==> config.mk <==
export PLATFORM = sky130hd
export DESIGN_NAME = clk_rate_sequencer
export DESIGN_NICKNAME = d
export VERILOG_FILES = /design/src/rtl/clk_rate_sequencer.sv
export SDC_FILE = /design/constraint.sdc
export NUM_CORES = 1
export LEC_CHECK = 0
export CORE_UTILIZATION = 52
export DETAILED_ROUTE_END_ITERATION = 8
export GPL_TIMING_DRIVEN = 0
export PLACE_DENSITY = 0.69
export SYNTH_ARGS = -nofsm -noshare
export SYNTH_HDL_FRONTEND = slang
export SYNTH_SLANG_ARGS = --single-unit
==> constraint.sdc <==
create_clock -name clkin -period 5 [get_ports clkin]
set_input_delay 1 -clock clkin [delete_from_list [all_inputs] [get_ports clkin]]
set_output_delay 1 -clock clkin [all_outputs]
set_load 0.02 [all_outputs]
==> src/rtl/clk_rate_sequencer.sv <==
// Bit/frame clock generator for the converter serial ports. A new divide ratio is handed over
// only at a frame boundary, after a silent gap, so bck/lrck never show a runt or glitch.
module clk_rate_sequencer #(
  parameter int B             = 16,
  parameter int DEFAULT_RATIO = 4,
  parameter int LR_DIV        = 64,
  parameter int GAP           = 8
) (
  input  logic         clkin,
  input  logic         reset,
  input  logic [B-1:0] cfg_ratio,
  input  logic         cfg_valid,
  output logic         cfg_ready,
  output logic         cfg_err,
  output logic         bck,
  output logic         lrck,
  output logic         frame_start,
  output logic         running
);

  localparam int BW = $clog2(LR_DIV);
  localparam int GW = (GAP > 1) ? $clog2(GAP) : 1;

  localparam logic [1:0] S_RUN   = 2'd0;
  localparam logic [1:0] S_DRAIN = 2'd1;
  localparam logic [1:0] S_GAP   = 2'd2;
  localparam logic [1:0] S_LOAD  = 2'd3;

  localparam logic [B-1:0]  ONE      = B'(1);
  localparam logic [B-1:0]  TWO      = B'(2);
  localparam logic [B-1:0]  RST_RAT  = B'(DEFAULT_RATIO);
  localparam logic [BW-1:0] BIT_LAST = BW'(LR_DIV - 1);
  localparam logic [BW-1:0] BIT_HALF = BW'(LR_DIV / 2);
  localparam logic [BW-1:0] BIT_ONE  = BW'(1);
  localparam logic [GW-1:0] GAP_LAST = GW'(GAP - 1);
  localparam logic [GW-1:0] GAP_ONE  = GW'(1);

  logic [1:0]    state;
  logic [B-1:0]  ratio;
  logic [B-1:0]  pend;
  logic [B-1:0]  cnt;
  logic [BW-1:0] bitcnt;
  logic [GW-1:0] gapcnt;
  logic          accept;
  logic          cnt_wrap;
  logic          frame_end;

  assign cfg_ready = (state == S_RUN) && !reset;
  assign accept    = cfg_valid && cfg_ready;
  assign cnt_wrap  = (cnt == ratio - ONE);
  assign frame_end = cnt_wrap && (bitcnt == BIT_LAST);

  // Outputs are registered from the counter values seen before this edge's update.
  always_ff @(posedge clkin) begin
    if (reset) begin
      state       <= S_RUN;
      ratio       <= RST_RAT;
      pend        <= '0;
      cnt         <= '0;
      bitcnt      <= '0;
      gapcnt      <= '0;
      bck         <= 1'b0;
      lrck        <= 1'b0;
      frame_start <= 1'b0;
      running     <= 1'b0;
      cfg_err     <= 1'b0;
    end else begin
      cfg_err <= accept && (cfg_ratio < TWO);
      case (state)
        S_RUN, S_DRAIN: begin
          bck         <= (cnt < (ratio >> 1));
          lrck        <= (bitcnt >= BIT_HALF);
          frame_start <= (cnt == '0) && (bitcnt == '0);
          running     <= 1'b1;
          cnt         <= cnt_wrap ? '0 : cnt + ONE;
          if (cnt_wrap)
            bitcnt <= (bitcnt == BIT_LAST) ? '0 : bitcnt + BIT_ONE;
          // A request landing on the last frame cycle still drains one whole frame.
          if (state == S_RUN && accept && cfg_ratio >= TWO) begin
            pend  <= cfg_ratio;
            state <= S_DRAIN;
          end
          if (state == S_DRAIN && frame_end) begin
            state  <= S_GAP;
            gapcnt <= '0;
          end
        end
        S_GAP: begin
          bck         <= 1'b0;
          lrck        <= 1'b0;
          frame_start <= 1'b0;
          running     <= 1'b0;
          if (gapcnt == GAP_LAST)
            state <= S_LOAD;
          else
            gapcnt <= gapcnt + GAP_ONE;
        end
        default: begin
          bck         <= 1'b0;
          lrck        <= 1'b0;
          frame_start <= 1'b0;
          running     <= 1'b0;
          ratio       <= pend;
          cnt         <= '0;
          bitcnt      <= '0;
          state       <= S_RUN;
        end
      endcase
    end
  end

endmodule
==> results of run 1 <==
## power breakdown
part           internal (uW)  switching [uW]  total [uW]  leakage [uW]
Clock                    280             214         495      0.000101
Sequential               531            19.6         551      0.000519
Combinational           71.6            76.2         148       0.00114
## registers in the layout (all words and copies together), names as in the netlist, 2 cells and up
register	cells
bitcnt	6
state	2
cnt	16
gapcnt	3
pend	16
ratio	16
## path summary, 6_finish.rpt
kind              depth (start not counted)                      to
setup / recovery                          4               cfg_ready
hold / removal                            2   ratio[5]$_SDFFE_PP0N_
setup reg to reg                         10  bitcnt[2]$_SDFFE_PP0P_
hold reg to reg                           2   ratio[5]$_SDFFE_PP0N_
## cell type report
class,count,area share [%]
well taps,96,2.80
clock inverters,7,2.25
clock buffers,9,2.89
repair buffers,24,5.61
multi-input cells,328,51.2
inverters,29,2.54
plain buffers,29,2.83
flip-flops and latches,64,29.9
## layout by cell type, fill, tap and decap left out, drive strengths merged, types with 3 or more instances in the layout
master	n
a2111oi	3
a211oi	4
a21oi	27
a31oi	16
a32oi	4
and2	4
and3	11
and4	3
buf	5
clkbuf	33
clkdlybuf4s50	24
clkinvlp	3
dfxtp	64
ha	21
inv	29
mux2i	16
nand2	48
nand3	11
nand4	5
nand4b	3
nor2	44
nor2b	5
nor3	6
nor4	15
o211a	10
o21ai	8
or2	8
or4	3
xnor2	14
xor2	6
## logic make-up after synthesis
logic type / count (synthesis)
simple gates: 174
flops: 64
buf+inv: 58
xor+xnor: 20
fa+ha+maj: 21
compound gates: 97
mux: 16
## critical path, delay by kind of cell
kind	cells	cell delay, ps
buffers and inverters	2	1090
AND/OR/NAND/NOR	2	570
## routing by layer
layer  routed length, um  up-vias
met5                   0        -
met4                 169        0
met3                 399       18
met2                4070      111
met1                4210     1585
li1                    -     1691
## per-stage QoR
step | util (%) | cells | setup WS (ps) | hold slack [ps] | power [uW]
finish | 62.7 | 586 | 1340 | 456 | 1190
global placement | 59.5 | 570 | 1360 | 445 | 706
floorplan | - | 450 | 2170 | 432 | 654
detailed placement | 59.5 | 570 | 1350 | 450 | 708
CTS | 62.7 | 586 | 1330 | 461 | 1200
global route | 62.7 | 586 | 1230 | 487 | 1250
==> flow_summary_export.csv, run 1 <==
group,metric,value,unit
synthesis,yosys-top-cells-count,"64 x dfxtp_1, 48 x nand2_1, 44 x nor2_1",
floorplanning,die_h,86.4,um
clocking,clk_pin_slew,70,ps
final_layout,drive_above_1_share,6.73,%
global_route,use_met1,33.2,%
synthesis,synth_mux_area_share,4.32,%
synthesis,synth-adder-area-share,7.09,%
detailed_routing,first_pass_iters,6,
detailed_routing,drc,0,
timing,finalMaxSlewViolations,0,
synthesis,synth_compound_area_share,18.8,%
synthesis,synth_fp_nets,490,
pwr,powerDensity,278,nW/um2
timing,period_minus_slack,3660,ps
run,max_cap_violations,0,
synthesis,synthDistinctLibCells,61,
worst_setup_path,required,4000,ps
synthesis,yosysWarnings,0,
synthesis,synthTopCellsByArea,"dfxtp_1 35%, ha_1 7.1%, nand2_1 4.9%",
synthesis,synth_top_area_share,34.6,%
worst_setup_path,worstPathCellList,"clkdlybuf4s50_1 > or2_2 > nor2_1 > clkdlybuf4s50_1",
worst_setup_path,worstReg2RegStart,"ratio[0]$_SDFFE_PP0N_",
final_layout,multiInputGateArea,2190,um2
final_layout,seq_area,1280,um2
global_route,met2_usage,41.2,%
synthesis,syn-instance-count,450,
worst_setup_path,cpPeakStageDelay,640,ps
worst_setup_path,arrival,2660,ps
synthesis,synth.avg_cell_area,8.23,um2
synthesis,yosysMostFrequentCell,"dfxtp_1",
timing,rsz0062_at_grt,"false",
final_layout,design_area,4280,um2
detailed_routing,viasPerCell,5.81,
synthesis,synth_edf_count,0,
global_route,grtUsageMet3,4.57,%
outcome,status,"finished clean",
final_layout,n_fill_cell,638,
worst_setup_path,reg2reg_slack,1540,ps
pwr,ir_drop,0.176,mV
worst_hold_path,hp-class,"register to register",
global_route,grt_max_degree,13,
global_route,grt_remaining_overflow,0,
floorplanning,initial_utilization,54.2,%
floorplanning,coreArea,6830,um2
worst_setup_path,path_common_cell,"clkdlybuf4s50_1",
clocking,numCtsBuffers,9,
clocking,ctsHoldBuffers,0,
global_route,grt_pass1_vias,3051,
timing,setup-tns-final,0,ps
detailed_routing,drt_iter0_markers,244,
final_layout,area_growth,15.7,%
synthesis,synthArstFlopShare,0,%
clocking,ctsResizeCount,0,
placed_design,placed_area,4060,um2
worst_setup_path,cp-startpoint,"reset",
detailed_routing,vias,3405,
worst_setup_path,cp_max_fo,5,
synthesis,synth-xor-area-share,4.73,%
placed_design,hpwl,6.67,mm
global_route,grt_pass1_wl,14.6,mm
floorplanning,dieArea,7460,um2
worst_setup_path,worst_setup_path_end_kind,"output port",
placed_design,gp_congestion,0.883,
synthesis,yosys.area.top_type,"dfxtp_1",
floorplanning,row_count,30,
floorplanning,die_x,86.4,um
timing,setup_viol,0,
worst_setup_path,cp-start-kind,"input pin",
final_layout,finalNetCount,525,
final_layout,diodes,0,
clocking,clock-sinks,64,
worst_hold_path,hp-start,"pend[5]$_SDFFE_PP0P_",
clocking,cts_max_path_buffers,2,
synthesis,syn_area,3700,um2
worst_setup_path,cp_slowest_cell,"clkdlybuf4s50_1",
timing,fin_crit_sh,73.1,%
synthesis,synth-seq-cells,64,
worst_setup_path,crit_type,"input pin to output port",
clocking,clkLatencyLatePin,340,ps
placed_design,portBuffers,24,
timing,fmax,274,MHz
timing,finalHoldViolCount,0,
clocking,htreeDepth,3,
global_route,grt_usage,25.0,%
pwr,power_leakage,0.00176,uW
floorplanning,pin_count,25,
detailed_routing,wl_per_cell,15.1,um
timing,finClkSkew,8.75,ps
synthesis,ys_seq_area_share,34.6,%
clocking,cts_tree,"built",
synthesis,synth-simple-area-share,24.3,%
global_route,top_usage_layer,"met2",
global_route,antenna_found_initial,0,
detailed_routing,ant_nets,0,
synthesis,synth_top_family_by_area,"simple AND/OR/NAND/NOR gates",
clocking,cts-root-buf,"clkbuf_8",
synthesis,synth_ff_type,"dfxtp_1",
detailed_routing,wl,8.84,mm
timing,relSlewSlack,43.7,%
timing,tightestPinTransition,837,ps
clocking,cts_setup_buffers,0,
No activity file was read; power rests on OpenSTA's default activity.
==> run 2, diff against run 1 <==
==> constraint.sdc (replaced) <==
create_clock -name clkin -period 3.47 [get_ports clkin]
set_input_delay 0.694 -clock clkin [delete_from_list [all_inputs] [get_ports clkin]]
set_output_delay 0.694 -clock clkin [all_outputs]
set_load 0.02 [all_outputs]
==> run 2 against run 1 <==
Against the previous run: sequential power rose by 44%; highest routed layer unchanged; die area is the same; worst setup slack lost 1200 ps.
==> flow_summary_export.csv, run 2 (synthesized netlist as in run 1, its figures left out) <==
group,metric,value,unit
final_layout,finalNetCount,526,
worst_setup_path,worst_setup_path_end_kind,"register",
final_layout,area_growth,16.3,%
timing,setup_viol,0,
detailed_routing,viasPerCell,5.78,
final_layout,post-route-util,63.0,%
global_route,antenna_found_initial,0,
placed_design,pre_cts_ws,102,ps
floorplanning,initial_utilization,54.2,%
worst_setup_path,r2r_cells,9,
clocking,cts-root-buf,"clkbuf_8",
worst_setup_path,crit_family,"simple AND/OR/NAND/NOR gates",
global_route,grt_remaining_overflow,0,
worst_setup_path,cp-start-kind,"register",
worst_setup_path,worstPathCellList,"clkbuf_1 > or4_4 > nor2_1 > o311ai_0 > a2111oi_1 > o2111ai_2 > or2_1 > or4b_1 > o311ai_1",
worst_setup_path,cp_max_fo,7,
placed_design,gp_congestion,0.883,
detailed_routing,drc,0,
global_route,grt_pass1_vias,3051,
detailed_routing,ant_nets,0,
timing,period_minus_slack,3300,ps
worst_hold_path,hp-start,"pend[5]$_SDFFE_PP0P_",
worst_hold_path,holdPathEnd,"ratio[5]$_SDFFE_PP0N_",
clocking,htreeDepth,3,
final_layout,layout_commonest_cell,"dfxtp_1",
worst_setup_path,critPathBufInv,1,
floorplanning,dieArea,7460,um2
final_layout,final_cell_mix,"64 x dfxtp_1, 48 x nand2_1, 44 x nor2_1",
timing,finalMaxSlewViolations,0,
clocking,clock-sinks,64,
worst_setup_path,arrival,3550,ps
timing,fmax,303,MHz
timing,finalHoldViolCount,0,
timing,finClkSkew,10.1,ps
worst_setup_path,cpPeakStageDelay,520,ps
worst_setup_path,crit_type,"register to register",
clocking,cts_tree,"built",
floorplanning,die_x,86.4,um
outcome,status,"finished clean",
global_route,grt_max_degree,13,
placed_design,hpwl,6.67,mm
final_layout,top_regs,"cnt x16, pend x16, ratio x16",
clocking,ctsHoldBuffers,0,
worst_setup_path,reg2reg_to,"bitcnt[2]$_SDFFE_PP0P_",
detailed_routing,wl,8.89,mm
timing,setup_slack,171,ps
detailed_routing,wl_per_cell,15.1,um
timing,setup-tns-final,0,ps
detailed_routing,first_pass_iters,5,
timing,relSlewSlack,55.4,%
final_layout,drive_above_1_share,7.13,%
clocking,cts_max_path_buffers,2,
worst_setup_path,cp_slowest_cell,"or4_4",
worst_setup_path,reg2reg_slack,170,ps
final_layout,diodes,0,
floorplanning,row_count,30,
floorplanning,die_h,86.4,um
clocking,clk_pin_slew,80,ps
worst_setup_path,worstReg2RegStart,"ratio[3]$_SDFFE_PP0N_",
worst_setup_path,path_depth,9,
timing,rsz0062_at_grt,"false",
clocking,clkLatencyLatePin,340,ps
floorplanning,pin_count,25,
clocking,numCtsBuffers,9,
global_route,grt_pass1_wl,14.6,mm
detailed_routing,vias,3393,
pwr,ir_drop,0.255,mV
global_route,grt_usage,25.0,%
pwr,power_leakage,0.00177,uW
worst_setup_path,required,3720,ps
floorplanning,coreArea,6830,um2
worst_hold_path,hp-class,"register to register",
placed_design,portBuffers,24,
detailed_routing,drt_iter0_markers,248,
worst_hold_path,whs_path_depth,2,
pwr,powerDensity,400,nW/um2
timing,tightestPinTransition,670,ps
run,max_cap_violations,0,
timing,fin_crit_sh,95.1,%
==> run 2: how the worst max path moves through the flow <==
stage	end	start	slack, ps
after global routing	bitcnt[2]$_SDFFE_PP0P_	ratio[0]$_SDFFE_PP0N_	10
final	bitcnt[2]$_SDFFE_PP0P_	ratio[3]$_SDFFE_PP0N_	170
after floorplan	bitcnt[2]$_SDFFE_PP0P_	ratio[0]$_SDFFE_PP0N_	640
after detailed placement	bitcnt[2]$_SDFFE_PP0P_	ratio[0]$_SDFFE_PP0N_	100
after global placement	bitcnt[2]$_SDFFE_PP0P_	ratio[0]$_SDFFE_PP0N_	120
after CTS	bitcnt[2]$_SDFFE_PP0P_	ratio[0]$_SDFFE_PP0N_	80
==> run 2: metrics by stage <==
stage	hold WS, ps	power, uW	cells	instance area, um2
6_report	456	1720	587	4310
5_1_grt	487	1790	587	4310
4_1_cts	461	1730	586	4280
3_5_place_dp	450	1020	570	4060
3_3_place_gp	445	1020	570	4060
2_1_floorplan	432	942	450	3700
==> run 2: power breakdown <==
group	internal (uW)	switching (uW)
clock network	404	312
registers	765	28.4
logic	103	109
==> run 2: area by class of cell <==
class	count	area [um2]
plain buffers	29	121
clock inverters	7	96.3
flip-flops and latches	64	1280
inverters	29	109
clock buffers	9	124
well taps	96	120
repair buffers	25	248
multi-input cells	328	2210
fillers	635	2520
==> run 2: layer usage <==
metal	part of all wire, %	up-vias	track usage [%]
li1	-	1686	-
met2	47	111	41.2
met1	46	1582	33.2
met3	5.8	14	4.57
met4	1.7	0	8.03
met5	0	-	0
==> run 2: worst min-delay path, stage by stage, from the launching register on <==
cell	delay, ps
dfxtp_1	310
nand2_1	50
a21oi_1	50
==> run 2: what timing repair did <==
action                                  in CTS  in global routing
endpoints found under the hold margin        0                  0
gates resized for setup                      0                  2
setup buffers                                0                  1
endpoints found under the setup margin       0                 21
==> run 3, diff against run 2 <==
--- a/config.mk
+++ b/config.mk
@@ -6,6 +6,7 @@
 export NUM_CORES = 1
 export LEC_CHECK = 0
 export CORE_UTILIZATION = 52
+export CTS_BUF_LIST = sky130_fd_sc_hd__clkbuf_4 sky130_fd_sc_hd__clkbuf_8
 export DETAILED_ROUTE_END_ITERATION = 8
 export GPL_TIMING_DRIVEN = 0
 export PLACE_DENSITY = 0.69
==> results of run 3 <==
No change in the layout: final DEF, timing and power equal those of run 2.
